File: config.mk
export PLATFORM = sky130hd
export DESIGN_NAME = mem_stage_lsu
export DESIGN_NICKNAME = d
export VERILOG_FILES = /design/src/rtl/mem_pkg.sv /design/src/rtl/lsu_lane_align.sv /design/src/rtl/mem_stage_lsu.sv
export SDC_FILE = /design/constraint.sdc
export NUM_CORES = 1
export LEC_CHECK = 0
export ABC_AREA = 1
export BUFFER_PORTS_ARGS = -buffer_cell sky130_fd_sc_hd__buf_2
export CORE_UTILIZATION = 51
export CTS_BUF_LIST = sky130_fd_sc_hd__clkbuf_8
export DETAILED_ROUTE_END_ITERATION = 12
export GPL_TIMING_DRIVEN = 0
export PLACE_DENSITY = 0.92
export SYNTH_ARGS = -nofsm -noshare
export SYNTH_HDL_FRONTEND = slang
export SYNTH_SLANG_ARGS = --single-unit
File: constraint.sdc
create_clock -name clk -period 4.8 [get_ports clk]
set_input_delay 0.96 -clock clk [delete_from_list [all_inputs] [get_ports clk]]
set_output_delay 0.96 -clock clk [all_outputs]
set_load 0.05 [all_outputs]
File: src/rtl/mem_pkg.sv
// Shared definitions for the MEM-stage load/store unit.
//   - access size codes carried on ex_size
//   - FSM state encoding used by mem_stage_lsu
//   - byte-enable patterns used by lsu_lane_align
package mem_pkg;

    typedef enum logic [1:0] {
        SZ_BYTE = 2'b00,
        SZ_HALF = 2'b01,
        SZ_WORD = 2'b10,
        SZ_ILL  = 2'b11
    } size_e;

    typedef enum logic {
        ST_IDLE = 1'b0,
        ST_WAIT = 1'b1
    } state_e;

    localparam logic [3:0] BE_BYTE0   = 4'b0001;
    localparam logic [3:0] BE_HALF_LO = 4'b0011;
    localparam logic [3:0] BE_HALF_HI = 4'b1100;
    localparam logic [3:0] BE_WORD    = 4'b1111;
    localparam logic [3:0] BE_NONE    = 4'b0000;

endpackage

File: src/rtl/lsu_lane_align.sv
// Combinational lane logic for the load/store unit.
//   Request side (driven from the EX-stage inputs):
//     size, addr_lo  -> misaligned, be
//     wdata          -> wdata_rep (store data replicated into every lane)
//   Response side (driven from the lane info captured at request time):
//     rdata, ld_lane, ld_size, ld_unsigned -> ld_ext (extracted, extended)
module lsu_lane_align
    import mem_pkg::*;
(
    input  logic [1:0]  size,
    input  logic [1:0]  addr_lo,
    input  logic [31:0] wdata,
    output logic        misaligned,
    output logic [3:0]  be,
    output logic [31:0] wdata_rep,
    input  logic [31:0] rdata,
    input  logic [1:0]  ld_lane,
    input  logic [1:0]  ld_size,
    input  logic        ld_unsigned,
    output logic [31:0] ld_ext
);

    logic [31:0] rshift;

    always_comb begin
        misaligned = 1'b0;
        be         = BE_NONE;
        wdata_rep  = wdata;
        case (size)
            SZ_BYTE: begin
                be        = BE_BYTE0 << addr_lo;
                wdata_rep = {4{wdata[7:0]}};
            end
            SZ_HALF: begin
                misaligned = addr_lo[0];
                be         = addr_lo[1] ? BE_HALF_HI : BE_HALF_LO;
                wdata_rep  = {2{wdata[15:0]}};
            end
            SZ_WORD: begin
                misaligned = |addr_lo;
                be         = BE_WORD;
            end
            default: begin
                misaligned = 1'b1;
            end
        endcase
    end

    // Bring the addressed lane down to bit 0, then extend.
    assign rshift = rdata >> {ld_lane, 3'b000};

    always_comb begin
        ld_ext = rdata;
        case (ld_size)
            SZ_BYTE: ld_ext = ld_unsigned ? {24'h0, rshift[7:0]}
                                          : {{24{rshift[7]}}, rshift[7:0]};
            SZ_HALF: ld_ext = ld_unsigned ? {16'h0, rshift[15:0]}
                                          : {{16{rshift[15]}}, rshift[15:0]};
            default: ld_ext = rdata;
        endcase
    end

endmodule

File: src/rtl/mem_stage_lsu.sv
// MEM-stage load/store unit: initiator side of the data-memory req/ack bus.
//   EX side : ex_valid, ex_mem_read, ex_mem_write, ex_size, ex_unsigned,
//             ex_addr, ex_wdata (held stable by stall while a request is open)
//   Pipeline: stall (combinational), ld_valid/ld_data (to WB),
//             addr_err (misaligned/illegal size), bus_err (timeout abort)
//   Memory  : dm_req/dm_we/dm_addr/dm_be/dm_wdata (registered), dm_ack, dm_rdata
//
//   state   | meaning
//   --------+-------------------------------------------------------------
//   ST_IDLE | no request open; EX inputs sampled, request issued or rejected
//   ST_WAIT | request open; waiting for dm_ack or the timeout
module mem_stage_lsu
    import mem_pkg::*;
#(
    parameter int TIMEOUT_CYCLES = 16,
    parameter int CNT_W          = 8
) (
    input  logic        clk,
    input  logic        reset,
    input  logic        ex_valid,
    input  logic        ex_mem_read,
    input  logic        ex_mem_write,
    input  logic [1:0]  ex_size,
    input  logic        ex_unsigned,
    input  logic [31:0] ex_addr,
    input  logic [31:0] ex_wdata,
    output logic        stall,
    output logic        ld_valid,
    output logic [31:0] ld_data,
    output logic        addr_err,
    output logic        bus_err,
    output logic        dm_req,
    output logic        dm_we,
    output logic [31:0] dm_addr,
    output logic [3:0]  dm_be,
    output logic [31:0] dm_wdata,
    input  logic        dm_ack,
    input  logic [31:0] dm_rdata
);

    localparam logic [CNT_W-1:0] CNT_LAST = CNT_W'(TIMEOUT_CYCLES - 1);

    state_e           state, state_next;
    logic [CNT_W-1:0] cnt;
    logic             access;
    logic             timeout_hit;
    logic             issue, reject, done_ack, done_to;

    logic             misaligned;
    logic [3:0]       be;
    logic [31:0]      wdata_rep;
    logic [31:0]      ld_ext;

    // Lane/extension info for the open load, captured when it is issued.
    logic [1:0]       ld_lane;
    logic [1:0]       ld_size;
    logic             ld_unsigned;

    assign access      = ex_valid & (ex_mem_read | ex_mem_write);
    assign timeout_hit = (TIMEOUT_CYCLES != 0) && (cnt == CNT_LAST) && !dm_ack;

    lsu_lane_align u_align (
        .size        (ex_size),
        .addr_lo     (ex_addr[1:0]),
        .wdata       (ex_wdata),
        .misaligned  (misaligned),
        .be          (be),
        .wdata_rep   (wdata_rep),
        .rdata       (dm_rdata),
        .ld_lane     (ld_lane),
        .ld_size     (ld_size),
        .ld_unsigned (ld_unsigned),
        .ld_ext      (ld_ext)
    );

    always_ff @(posedge clk or posedge reset) begin
        if (reset) state <= ST_IDLE;
        else       state <= state_next;
    end

    always_comb begin
        state_next = state;
        stall      = 1'b0;
        issue      = 1'b0;
        reject     = 1'b0;
        done_ack   = 1'b0;
        done_to    = 1'b0;
        case (state)
            ST_IDLE: begin
                if (access) begin
                    if (misaligned) begin
                        reject = 1'b1;
                    end else begin
                        stall      = 1'b1;
                        issue      = 1'b1;
                        state_next = ST_WAIT;
                    end
                end
            end
            ST_WAIT: begin
                // Ack is tested first so it wins over a same-cycle timeout.
                if (dm_ack) begin
                    done_ack   = 1'b1;
                    state_next = ST_IDLE;
                end else if (timeout_hit) begin
                    done_to    = 1'b1;
                    state_next = ST_IDLE;
                end else begin
                    stall = 1'b1;
                end
            end
            default: state_next = ST_IDLE;
        endcase
    end

    always_ff @(posedge clk or posedge reset) begin
        if (reset) begin
            dm_req      <= 1'b0;
            dm_we       <= 1'b0;
            dm_addr     <= 32'h0;
            dm_be       <= 4'h0;
            dm_wdata    <= 32'h0;
            ld_valid    <= 1'b0;
            ld_data     <= 32'h0;
            addr_err    <= 1'b0;
            bus_err     <= 1'b0;
            cnt         <= '0;
            ld_lane     <= 2'b00;
            ld_size     <= 2'b00;
            ld_unsigned <= 1'b0;
        end else begin
            ld_valid <= 1'b0;
            addr_err <= reject;
            bus_err  <= done_to;

            if (issue) begin
                dm_req      <= 1'b1;
                dm_we       <= ex_mem_write;
                dm_addr     <= {ex_addr[31:2], 2'b00};
                dm_be       <= be;
                dm_wdata    <= wdata_rep;
                ld_lane     <= ex_addr[1:0];
                ld_size     <= ex_size;
                ld_unsigned <= ex_unsigned;
                cnt         <= '0;
            end

            if (done_ack) begin
                dm_req <= 1'b0;
                if (!dm_we) begin
                    ld_valid <= 1'b1;
                    ld_data  <= ld_ext;
                end
            end

            if (done_to) dm_req <= 1'b0;

            if (state == ST_WAIT && !dm_ack && !timeout_hit) cnt <= cnt + 1'b1;
        end
    end

endmodule

==> metrics list, run 1 <==
- Setup violations remaining at the end of the flow were counted as 0.
* Total congestion overflow after global routing: 0
- Final core area utilization: 0.6811
- Of the synthesized area, sequential elements account for 0.5070.
- In this run the worst path has a maximum fanout of 10.
- Setup repair after global routing left no endpoint under its margin.
* Number of hold violations in the final report: 0
- Number of buffers added by the clock tree synthesis step: 17
- Hold repair after CTS inserted 0 buffers.
- The floorplan step defined a die boundary enclosing 0.01175 mm².
- For the worst-skew pair, the clock arrives at the later sink with an insertion delay of 420 ps.
* Nature of the critical path endpoint: primary output
- Period utilization: 0.6710
- Vias after detailed routing: 5929
- Pins Over Slew Limit: 0
- Wire length of the first global-routing pass: around 27 mm
* Result of the run: finished clean
- A synthesized cell averages approximately 7.7 µm².
* Number of design rule violations left after detail routing: 0
- The H-tree generated during clock tree synthesis spans 4 levels.
- Once layout is done, the placed cells without fillers occupy 0.007448 mm².
- Synthesis handed over a netlist of 748 instances.
- Depth of the worst register-to-register path: 7
- Flop2flop setup slack: 3070 ps
- Top library cells by usage in the layout, fill and taps aside: sky130_fd_sc_hd__nand2_1 (293), sky130_fd_sc_hd__buf_2 (218), sky130_fd_sc_hd__dfrtp_1 (117)
- Worst hold slack: 476.7 ps
- Summing all multi-input logic gate instances after layout gives 0.002327 mm².
* DP Area: around 0.0070 mm²
- Total power per unit cell area: 613.1 mW/mm²
* Half-perimeter wire length after placement: around 12 mm
* Worst-case clock skew: 13.73 ps
* R2r endpoint: ld_data[24]$_DFFE_PP0P_
* Endpoint arrival time on the critical path: 2260 ps
- Once the clock tree was built, the resizer swapped 0 gates to a different size.
- Once detail routing completed, the nets flagged for antenna violations numbered 0.
- The congestion estimate from routability-driven global placement came to 0.9458.
- Worst relative slew slack: 0.5713
- Place WS: 1587 ps
- Clock transition at the registers of the reported paths: around 90 ps
* Fillers: 919
* Area growth, synth to finish: 28.99%
- The via count of the first global-routing pass is around 5500.
- Buffers added on ports: 207
- Combined flip-flop and latch cell area: 0.002928 mm²
- Clock Tree Root: sky130_fd_sc_hd__clkbuf_8
- Max-cap violation count: 0
- Counting flops and latches in the post-synthesis netlist gives 117.
* Io pins: 211
- First drt pass iteration count: 9
- In this run the vertical extent of the chip is 108.4 µm.
- In the global route stage, overall resource usage came out at 0.2978.
- Final #Nets: 1082
- Leakage: 4.277 nW
- The tightest min-delay check is of the input port to asynchronous set/reset pin type.
* Commonest non-fill, non-tap cell in the layout: sky130_fd_sc_hd__nand2_1
* Synth warnings: 0
- Number of clock sinks: 117
- Startpoint type of the worst setup path: input port
- Achievable Freq: 0.3105 GHz
* Average wire length per cell after detail routing: 14.99 µm
- Peak ir drop on the vdd network: about 0.45 mV
- The initial antenna violation count is 0.
* Routed WL: ~17 mm
- Count of standard-cell rows: 38
* ANT cells: 0
- The worst register-to-register path begins at dm_we$_DFFE_PP0P_.
- CTS Buffer Depth: 2
- Critical path data required time: 3840 ps
- Entering global routing, the biggest net connects 94 pins.
- Clock period minus worst slack: 3221 ps
- PnR worst setup slack: 1579 ps
* Initial drt markers: 484
- Category of the critical setup timing path: input port to primary output
- In this run the post-CTS setup repair buffer count came out at 0.
- Transition at the pin with the smallest max-transition slack: around 640 ps
* Number of different library cells in the post-synthesis netlist: 31
- Effective utilization at floorplan: 0.5280
- Share of cells above drive strength 1: 0.3064
- Die extent in x: 108.4 µm
* Placeable core region: 0.01094 mm²
- Using the TritonRoute via totals, the vias-per-cell ratio works out to 5.252.
- After synthesis the cells add up to 0.005774 mm².
- Clock tree from TritonCTS: built
## flip-flops by register name, summed over array words and instances (netlist names)
| signal | count |
|---|---|
| dm_we | 1 |
| ld_size | 2 |
| addr_err | 1 |
| ld_valid | 1 |
| ld_unsigned | 1 |
| cnt | 8 |
| ld_lane | 2 |
| dm_addr | 30 |
| dm_wdata | 32 |
| ld_data | 32 |
| state | 1 |
| dm_req | 1 |
| bus_err | 1 |
| dm_be | 4 |
## cell type report
cell class              instances  area share
well taps                     140     0.02352
repair buffers                208      0.1428
plain buffers                  37     0.03259
inverters                      74     0.03830
flip-flops and latches        117      0.3931
clock buffers                  17     0.03141
multi-input cells             521      0.3124
clock inverters                15     0.02587
## cells by family (layout without fill, tap and decap cells)
| group | after synthesis | count (layout) | share of synthesized area |
|---|---|---|---|
| AOI/OAI and AO/OA | 135 | 135 | 0.1229 |
| DFF | 117 | 117 | 0.5070 |
| adders and majority gates | 1 | 1 | 0.002167 |
| other | 1 | 2 | 0.0006494 |
| buffers and inverters | 111 | 351 | 0.09057 |
| and+or+nand+nor | 383 | 383 | 0.2767 |
## power breakdown
group | leakage, nW | switching [W] | total [W] | internal, W
Sequential | 1.45 | 0.000177 | 0.00146 | 0.00129
Clock | 0.219 | 0.000458 | 0.000987 | 0.000529
Combinational | 2.61 | 0.00162 | 0.00212 | 0.000499
Total | 4.28 | 0.00225 | 0.00457 | 0.00231
## cell usage after synthesis
master                       n  area share
sky130_fd_sc_hd__nand3b_1    1      0.0013
sky130_fd_sc_hd__inv_4       1      0.0011
sky130_fd_sc_hd__clkinv_1    1     0.00065
sky130_fd_sc_hd__buf_8       1      0.0026
sky130_fd_sc_hd__nand2_4     1      0.0020
sky130_fd_sc_hd__nand2_1   293        0.19
sky130_fd_sc_hd__a31oi_1     4      0.0043
sky130_fd_sc_hd__nand2_2     2      0.0022
sky130_fd_sc_hd__buf_6       9       0.018
sky130_fd_sc_hd__nand4_1     1      0.0011
sky130_fd_sc_hd__dfrtp_1   117        0.51
sky130_fd_sc_hd__o21ai_2     7       0.011
sky130_fd_sc_hd__inv_1      68       0.044
sky130_fd_sc_hd__ha_1        1      0.0022
sky130_fd_sc_hd__clkbuf_1   13      0.0085
sky130_fd_sc_hd__buf_4       3      0.0039
sky130_fd_sc_hd__inv_2       4      0.0026
sky130_fd_sc_hd__a21oi_1    60       0.052
sky130_fd_sc_hd__or2_2      17       0.018
sky130_fd_sc_hd__nand3_1    39       0.034
sky130_fd_sc_hd__buf_2      11      0.0095
sky130_fd_sc_hd__nor3_1      2      0.0017
sky130_fd_sc_hd__o21ai_1    10      0.0087
sky130_fd_sc_hd__nor2_1     21       0.014
sky130_fd_sc_hd__a21o_1      1      0.0013
sky130_fd_sc_hd__nand3_2     2      0.0035
sky130_fd_sc_hd__nor2_2      2      0.0022
sky130_fd_sc_hd__conb_1      1     0.00065
sky130_fd_sc_hd__nand3_4     1      0.0030
sky130_fd_sc_hd__o21ai_0    53       0.046
sky130_fd_sc_hd__nor2_8      1      0.0035
## critical path: stages
cell and delay (ps):
sky130_fd_sc_hd__buf_2 140, sky130_fd_sc_hd__inv_2 90, sky130_fd_sc_hd__nand2_1 100, sky130_fd_sc_hd__o21ai_2 230, sky130_fd_sc_hd__nand2_4 120, sky130_fd_sc_hd__buf_8 170
sky130_fd_sc_hd__nand2_2 160, sky130_fd_sc_hd__buf_2 290
## how the worst max path moves through the flow
stage | slack [ps] | startpoint | endpoint | cells after the start
6_report | 1580 | ex_size[0] | stall | 8
3_5_place_dp | 1590 | ex_size[0] | stall | 8
4_1_cts | 1570 | ex_size[0] | stall | 8
5_1_grt | 1490 | ex_size[0] | stall | 8
2_1_floorplan | 740 | reset | addr_err$_DFF_PP0_ | 1
3_3_place_gp | -570 | reset | bus_err$_DFF_PP0_ | 2
## metal layers
| layer | part of all wire | track usage | up-vias |
|---|---|---|---|
| li1 | - | - | 2812 |
| met1 | 0.40 | 0.3721 | 2746 |
| met2 | 0.48 | 0.4932 | 329 |
| met3 | 0.092 | 0.06631 | 42 |
| met4 | 0.030 | 0.1332 | 0 |
| met5 | 0 | 0 | - |
## stage by stage
stage / instances / setup TNS [ps] / total power (W)
global route: 1129 / 0 / 0.004800
floorplan: 749 / 0 / 0.003034
detailed placement: 1097 / 0 / 0.003583
global placement: 1096 / -66420 / 0.003534
finish: 1129 / 0 / 0.004567
CTS: 1129 / 0 / 0.004568
No activity file was read; power rests on OpenSTA's default activity.
==> run 2, diff against run 1 <==
- clock period: 4.8 -> 3.25 ns (I/O delays scaled with it)
==> metrics list, run 2 (same netlist as run 1, synthesis figures left out) <==
- The flow ran to the end, and the final reports show no timing, DRC or antenna violations.
- The final hold slack is 115.3 ps (-361.4 ps).
* First drt pass iteration count: 5 (-4)
* Achievable Freq: around 0.35 GHz
- Endpoint arrival time on the critical path: 2170 ps (-90 ps)
* Pins Over Slew Limit: 0 (unchanged)
- The library cell used most frequently in the layout, excluding fill and tap cells, is sky130_fd_sc_hd__nand2_1.
- The number of resized instances in the post-cts repair step came to 0 (unchanged).
- GPL Wtd Cong: 0.8966 (-5.2%)
- The latest clock arrival within the worst-skew pair was 420 ps (about the same).
* Average wire length per cell after detail routing: 14.77 µm (-1.5%)
- The via-per-instance ratio came to 5.174 (-1.5%).
- Cell-by-cell trace of the critical path: ha_1 -> nand3_1 -> nor2_1 -> nor2_2 -> inv_1 -> nand2_2 -> buf_2
- The actual transition at the worst max-transition pin is 613.2 ps (-29.84 ps).
* Die extent in x: 108.4 µm (unchanged)
- Sequential Power Share: 0.322 (about the same)
- Max-cap violation count: 0 (unchanged)
* Critical path data required time: 2600 ps (-1240 ps)
- CTS Buffer Depth: 2 (unchanged)
- Flop2flop setup slack: 1520 ps (-1550 ps)
* Largest registers in the final layout: dm_wdata: 32 flops, ld_data: 32 flops, dm_addr: 30 flops
- Worst-case clock skew: 13.50 ps (-0.2383 ps)
* Unrepaired setup endpoints after global routing: no
* Category of the critical setup timing path: register to primary output
- The internal portion of total power is 0.003503 W (+51%).
- The combinational share of power is 0.464 (about the same).
* Fillers: 901 (-2.0%)
- Half-perimeter wire length after placement: 12.31 mm (-0.13%)
- The number of setup violations in the final report came to 0 (unchanged).
- The highest cell delay on the worst timing path came to 400 ps (+110 ps).
* Number of buffers added by the clock tree synthesis step: 17 (unchanged)
* Clock Tree Root: sky130_fd_sc_hd__clkbuf_8
* Initial drt markers: 460 (-5.0%)
* Count of standard-cell rows: 38 (unchanged)
- Number of buffers inserted to repair setup after CTS: 0 (unchanged)
* Worst hold path type: input port to asynchronous set/reset pin
* Clock period minus worst slack: 2822 ps
- The share of post-route cells with drive strength above 1 came to 0.3057 (-0.0007021).
* Vias after detailed routing: 5836 (-1.6%)
- The areal power density over the cells came to 899.4 mW/mm² (+47%).
* Top library cells by usage in the layout, fill and taps aside: sky130_fd_sc_hd__nand2_1 (293), sky130_fd_sc_hd__buf_2 (218), sky130_fd_sc_hd__dfrtp_1 (117)
- Placeable core region: 0.01094 mm² (unchanged)
- Buffers added on ports: 207 (unchanged)
- The clock-pin slew reported for the worst setup and hold paths after clock tree synthesis came to 70 ps (-20 ps).
- The routed wire length is 16.66 mm (-1.6%).
- Vertical die dimension: 108.4 µm (unchanged)
* Period utilization: 0.8682
- The post-detailed-route count of antenna-violating nets came to 0 (unchanged).
- The total overflow reported by the global router came to 0 (unchanged).
* Area growth, synth to finish: 29.38%
- Net Sw Frac: 0.4787 (-0.01451)
- The quantity of hold-fixing buffers added after cts is 0 (unchanged).
- Number of global-route vias before repair: 5608 (+1.5%)
- The number of antenna cells inserted is 0 (unchanged).
- Peak ir drop on the vdd network: 0.7398 mV (+65%)
* Io pins: 211 (unchanged)
- Number of hold violations in the final report: 0 (unchanged)
- The maximum number of pins on one net before global-route repair came to 44 (-53%).
* Leakage: 4.282 nW (+0.12%)
- Final #Nets: 1084 (+0.18%)
* Nature of the critical path endpoint: primary output
* Number of design rule violations left after detail routing: 0 (unchanged)
- Aggregate negative setup slack: 0 ps (unchanged)
* Relative contribution of the clock network to total power: 0.214 (-0.002)
* Library cell contributing the largest single delay on the critical path: sky130_fd_sc_hd__dfrtp_1
* Antenna violations before repair: 0 (unchanged)
* Worst relative slew slack: 0.5912 (+0.01989)
- Wire length of the first global-routing pass: 26.50 mm (-0.82%)
* Total GRT Usage: 0.2972 (-0.0005739)
* Number of clock sinks: 117 (unchanged)
- Clock tree from TritonCTS: built
- The maximum fanout encountered on the critical timing path is 10 (unchanged).
* Area of the die: 0.01175 mm² (unchanged)
- The maximum level of the CTS H-tree was 4 (unchanged).
* Startpoint type of the worst setup path: register
- Switching power: 0.003216 W (+43%)
- The starting density of the core was 0.5280 (unchanged).
run 2: changes by cell type in the layout (fill, tap and decap cells not counted), sizes merged:
cell      delta
inv          -7
buf          +2
clkbuf       +2
clkinvlp     +2
bufinv       +1
clkinv       -1
run 2: per-layer routing:
metal / global-route usage / share of wire
met2: 0.5072 / 0.49
met3: 0.08318 / 0.088
met5: 0 / 0
met1: 0.3563 / 0.40
met4: 0.1110 / 0.021
run 2: power groups by stage:
stage / combinational (W) / clock (W) / sequential, W
after global placement: 0.00305 / 0 / 0.00216
after detailed placement: 0.00312 / 0 / 0.00217
final: 0.00312 / 0.00144 / 0.00216
after floorplan: 0.000855 / 0 / 0.00363
after CTS: 0.00312 / 0.00146 / 0.00216
after global routing: 0.00333 / 0.00153 / 0.00221
run 2: through the flow:
stage	total power (W)	setup slack (ps)	area (µm²)	cells	utilization
final	0.006719	428.4	7471	1128	0.6832
after global placement	0.005208	408.5	6993	1096	0.6395
after detailed placement	0.005284	648.2	7053	1099	0.6450
after global routing	0.007069	257.1	7471	1128	0.6832
after floorplan	0.004481	1056	5782	749	-
after CTS	0.006737	417.1	7471	1128	0.6832
run 2: worst paths after layout:
check / start / cells past startpoint / to
worst max-delay path: cnt[0]$_DFFE_PP0P_ / 7 / stall
worst min-delay path: reset / 2 / bus_err$_DFF_PP0_
worst max register to register: dm_we$_DFFE_PP0P_ / 7 / ld_data[16]$_DFFE_PP0P_
worst min register to register: dm_addr[4]$_DFFE_PP0P_ / 2 / dm_addr[4]$_DFFE_PP0P_
max in group asynchronous: reset / 4 / dm_addr[18]$_DFFE_PP0P_
min in group clk: ex_addr[27] / 3 / dm_addr[27]$_DFFE_PP0P_
run 2: cell type report:
| class | instances | area [µm²] | share of cell area |
|---|---|---|---|
| Clock inverter | 10 | 156.4 | 0.02093 |
| Inverter | 74 | 284.0 | 0.03802 |
| Tap cell | 140 | 175.2 | 0.02345 |
| Multi-Input combinational cell | 521 | 2327 | 0.3115 |
| Clock buffer | 19 | 261.5 | 0.03500 |
| Buffer | 37 | 242.7 | 0.03249 |
| Timing Repair Buffer | 210 | 1096 | 0.1467 |
| Sequential cell | 117 | 2928 | 0.3919 |
run 2: worst max-delay path: cells and delay by family (launching register included):
family / cells / cell delay (ps)
buffers and inverters: 2 / 430
adders and majority gates: 1 / 240
DFF: 1 / 400
and+or+nand+nor: 4 / 680
==> run 3, diff against run 2 <==
- CORE_UTILIZATION: 51 -> 46
- PLACE_DENSITY: 0.92 -> 0.88
- clock period: 3.25 -> 2.49 ns (I/O delays scaled with it)
==> metrics list, run 3 (same netlist as run 1, synthesis figures left out) <==
- Result of the run: finished clean
- Total GRT Usage: 0.2647 (-0.03251)
- The arrival time of the worst setup path was 1870 ps (-300 ps).
* First drt pass iteration count: 5 (unchanged)
- The highest cell delay on the worst timing path came to 400 ps (about the same).
- Leakage: 4.315 nW (+0.77%)
* Clock tree from TritonCTS: built
* Max-cap violation count: 0 (unchanged)
- The number of DRC markers after the initial detailed-route iteration was 475 (+3.3%).
- The number of clock buffers inserted by TritonCTS came to 17 (unchanged).
- Effective utilization at floorplan: 0.4768 (-0.05128)
* Count of standard-cell rows: 40 (+5.3%)
- Detailed-route vias per instance: 5.025 (-2.9%)
- The wire length of the first global-routing pass is 26.23 mm (-1.0%).
- ANT cells: 0 (unchanged)
* Transition at the pin with the smallest max-transition slack: 565.9 ps (-47.31 ps)
* Worst relative slew slack: 0.6202 (+0.02901)
- The net count of the finished layout came to 1085 (+0.092%).
- Number of H-tree branching levels: 4 (unchanged)
- The final hold slack came to 99.17 ps (-16.12 ps).
* Fillers: 1102 (+22%)
* Half-perimeter wire length after placement: 12.47 mm (+1.2%)
- The required time of the critical path was 1990 ps (-610 ps).
- Library cell contributing the largest single delay on the critical path: sky130_fd_sc_hd__dfrtp_1
- The maximum fanout encountered on the critical timing path is 8 (-2).
* Setup-failing EPs final: 0 (unchanged)
- Compared with the post-synthesis result, the final layout area differs by 31.14%.
- Based on the critical path, the design can be clocked at up to about 0.42 GHz.
- The height of the die was 114.0 µm (+5.2%).
- The routed design could run at a clock period as short as 2368 ps.
- Worst hold path type: input port to asynchronous set/reset pin
- The areal power density over the cells is 1178 mW/mm² (+31%).
- The die extent in x came to 114.0 µm (+5.2%).
- The number of pins exceeding their max-slew limit in the final report came to 0 (unchanged).
* Final non-filler cell area: 0.007572 mm² (+1.4%)
- Clock latency reported for the late side of the worst-skew pair: 430 ps (about the same)
- Area of the die: 0.01301 mm² (+11%)
* Routed WL: 16.51 mm (-0.91%)
- Share of cells above drive strength 1: 0.3075 (+0.001792)
* Combined flip-flop and latch cell area: 0.002928 mm² (unchanged)
- Clock Tree Root: sky130_fd_sc_hd__clkbuf_8
- Cell-by-cell trace of the critical path: ha_1 -> nand3_1 -> nor2_2 -> nor2_4 -> inv_1 -> nand2_2 -> buf_4
* Vias after detailed routing: 5829 (-0.12%)
- The quantity of hold-fixing buffers added after cts is 0 (unchanged).
- Buffers added on ports: 207 (unchanged)
- In the final layout, the registers with the most flip-flops are dm_wdata: 32 flops, ld_data: 32 flops, dm_addr: 30 flops.
- The largest voltage drop on the vdd net is 0.6541 mV (-12%).
- Number of global-route vias before repair: 5490 (-2.1%)
- GPL Wtd Cong: 0.9493 (+5.9%)
* Final core area utilization: 0.6252 (-0.05797)
* Startpoint type of the worst setup path: register
- Dividing the final minimum period by the clock period gives 0.9511.
- The final clock skew was 8.037 ps (-5.459 ps).
- The core footprint came to 0.01211 mm² (+11%).
- The critical path is of the register to primary output type.
- Commonest non-fill, non-tap cell in the layout: sky130_fd_sc_hd__nand2_1
- Antenna violations before repair: 0 (unchanged)
- The top cell types in the final layout, fill and taps aside, are sky130_fd_sc_hd__nand2_1 (293), sky130_fd_sc_hd__buf_2 (217), sky130_fd_sc_hd__dfrtp_1 (117).
- Number of design rule violations left after detail routing: 0 (unchanged)
* Footprint of the multi-input gates: 0.002335 mm² (+0.32%)
- The maximum number of pins on one net before global-route repair is 36 (-18%).
- Clock transition at the registers of the reported paths: 70 ps (about the same)
- CTS Buffer Depth: 2 (unchanged)
- Nature of the critical path endpoint: primary output
- Total congestion overflow after global routing: 0 (unchanged)
- The detailed-route wire length per cell is 14.23 µm (-3.6%).
- The number of sinks on the clock net came to 117 (unchanged).
- The final number of hold-violating endpoints was 0 (unchanged).
- The number of I/O pins came to 211 (unchanged).
* Antenna viol nets, final: 0 (unchanged)
* DP Area: 0.007088 mm² (+0.50%)
- Setup repair after global routing left no endpoint under its margin.
-- run 3: area by class of cell --
type                            count  area share
Buffer                             37     0.03206
Clock buffer                       19     0.03453
Clock inverter                     13     0.02710
Inverter                           74     0.03751
Multi-Input combinational cell    521      0.3083
Sequential cell                   117      0.3866
Tap cell                          168     0.02776
Timing Repair Buffer              211      0.1461
-- run 3: worst max-delay path, delay by kind of cell, from the launching register on --
family | cells | cell delay (ps)
and+or+nand+nor | 4 | 480
DFF | 1 | 400
buffers and inverters | 2 | 300
adders and majority gates | 1 | 240
-- run 3: layer usage --
metal,vias up,track usage,wire (µm)
met5,-,0,0
met3,48,0.06482,1382
met2,308,0.4360,7783
li1,2806,-,-
met4,0,0.1290,556
met1,2667,0.3261,6785
-- run 3: timing repair --
action | in CTS | in global routing
resized for setup | 2 | 1
pin swaps | 1 | 0
endpoints found under the hold margin | 0 | 0
setup endpoints to repair | 1 | 1
buffers inserted | 1 | 0
-- run 3: worst paths after layout --
kind / from / endpoint / slack (ps) / cells past startpoint
worst max-delay path: cnt[0]$_DFFE_PP0P_ / stall / 120 / 7
worst min register to register: dm_addr[5]$_DFFE_PP0P_ / dm_addr[5]$_DFFE_PP0P_ / 480 / 2
worst max register to register: dm_we$_DFFE_PP0P_ / ld_data[30]$_DFFE_PP0P_ / 700 / 7
min in group clk: ex_addr[23] / dm_addr[23]$_DFFE_PP0P_ / 250 / 3
max in group asynchronous: reset / dm_addr[27]$_DFFE_PP0P_ / 1650 / 4
worst min-delay path: reset / ld_data[1]$_DFFE_PP0P_ / 100 / 2
-- run 3: per-stage QoR --
step	std cells	setup slack, ps	total power, W	setup TNS (ps)
after floorplan	749	564.6	0.005848	0
after global placement	1124	-215.5	0.006808	-24470
after detailed placement	1127	189.5	0.006894	0
after CTS	1160	52.21	0.008962	0
after global routing	1160	17.84	0.009381	0
final	1160	121.7	0.008919	0
-- run 3: where the power goes --
group	switching, W	internal (W)	leakage, nW
Clock	0.000806	0.00124	0.239
Combinational	0.00308	0.000969	2.62
Sequential	0.000334	0.00248	1.45
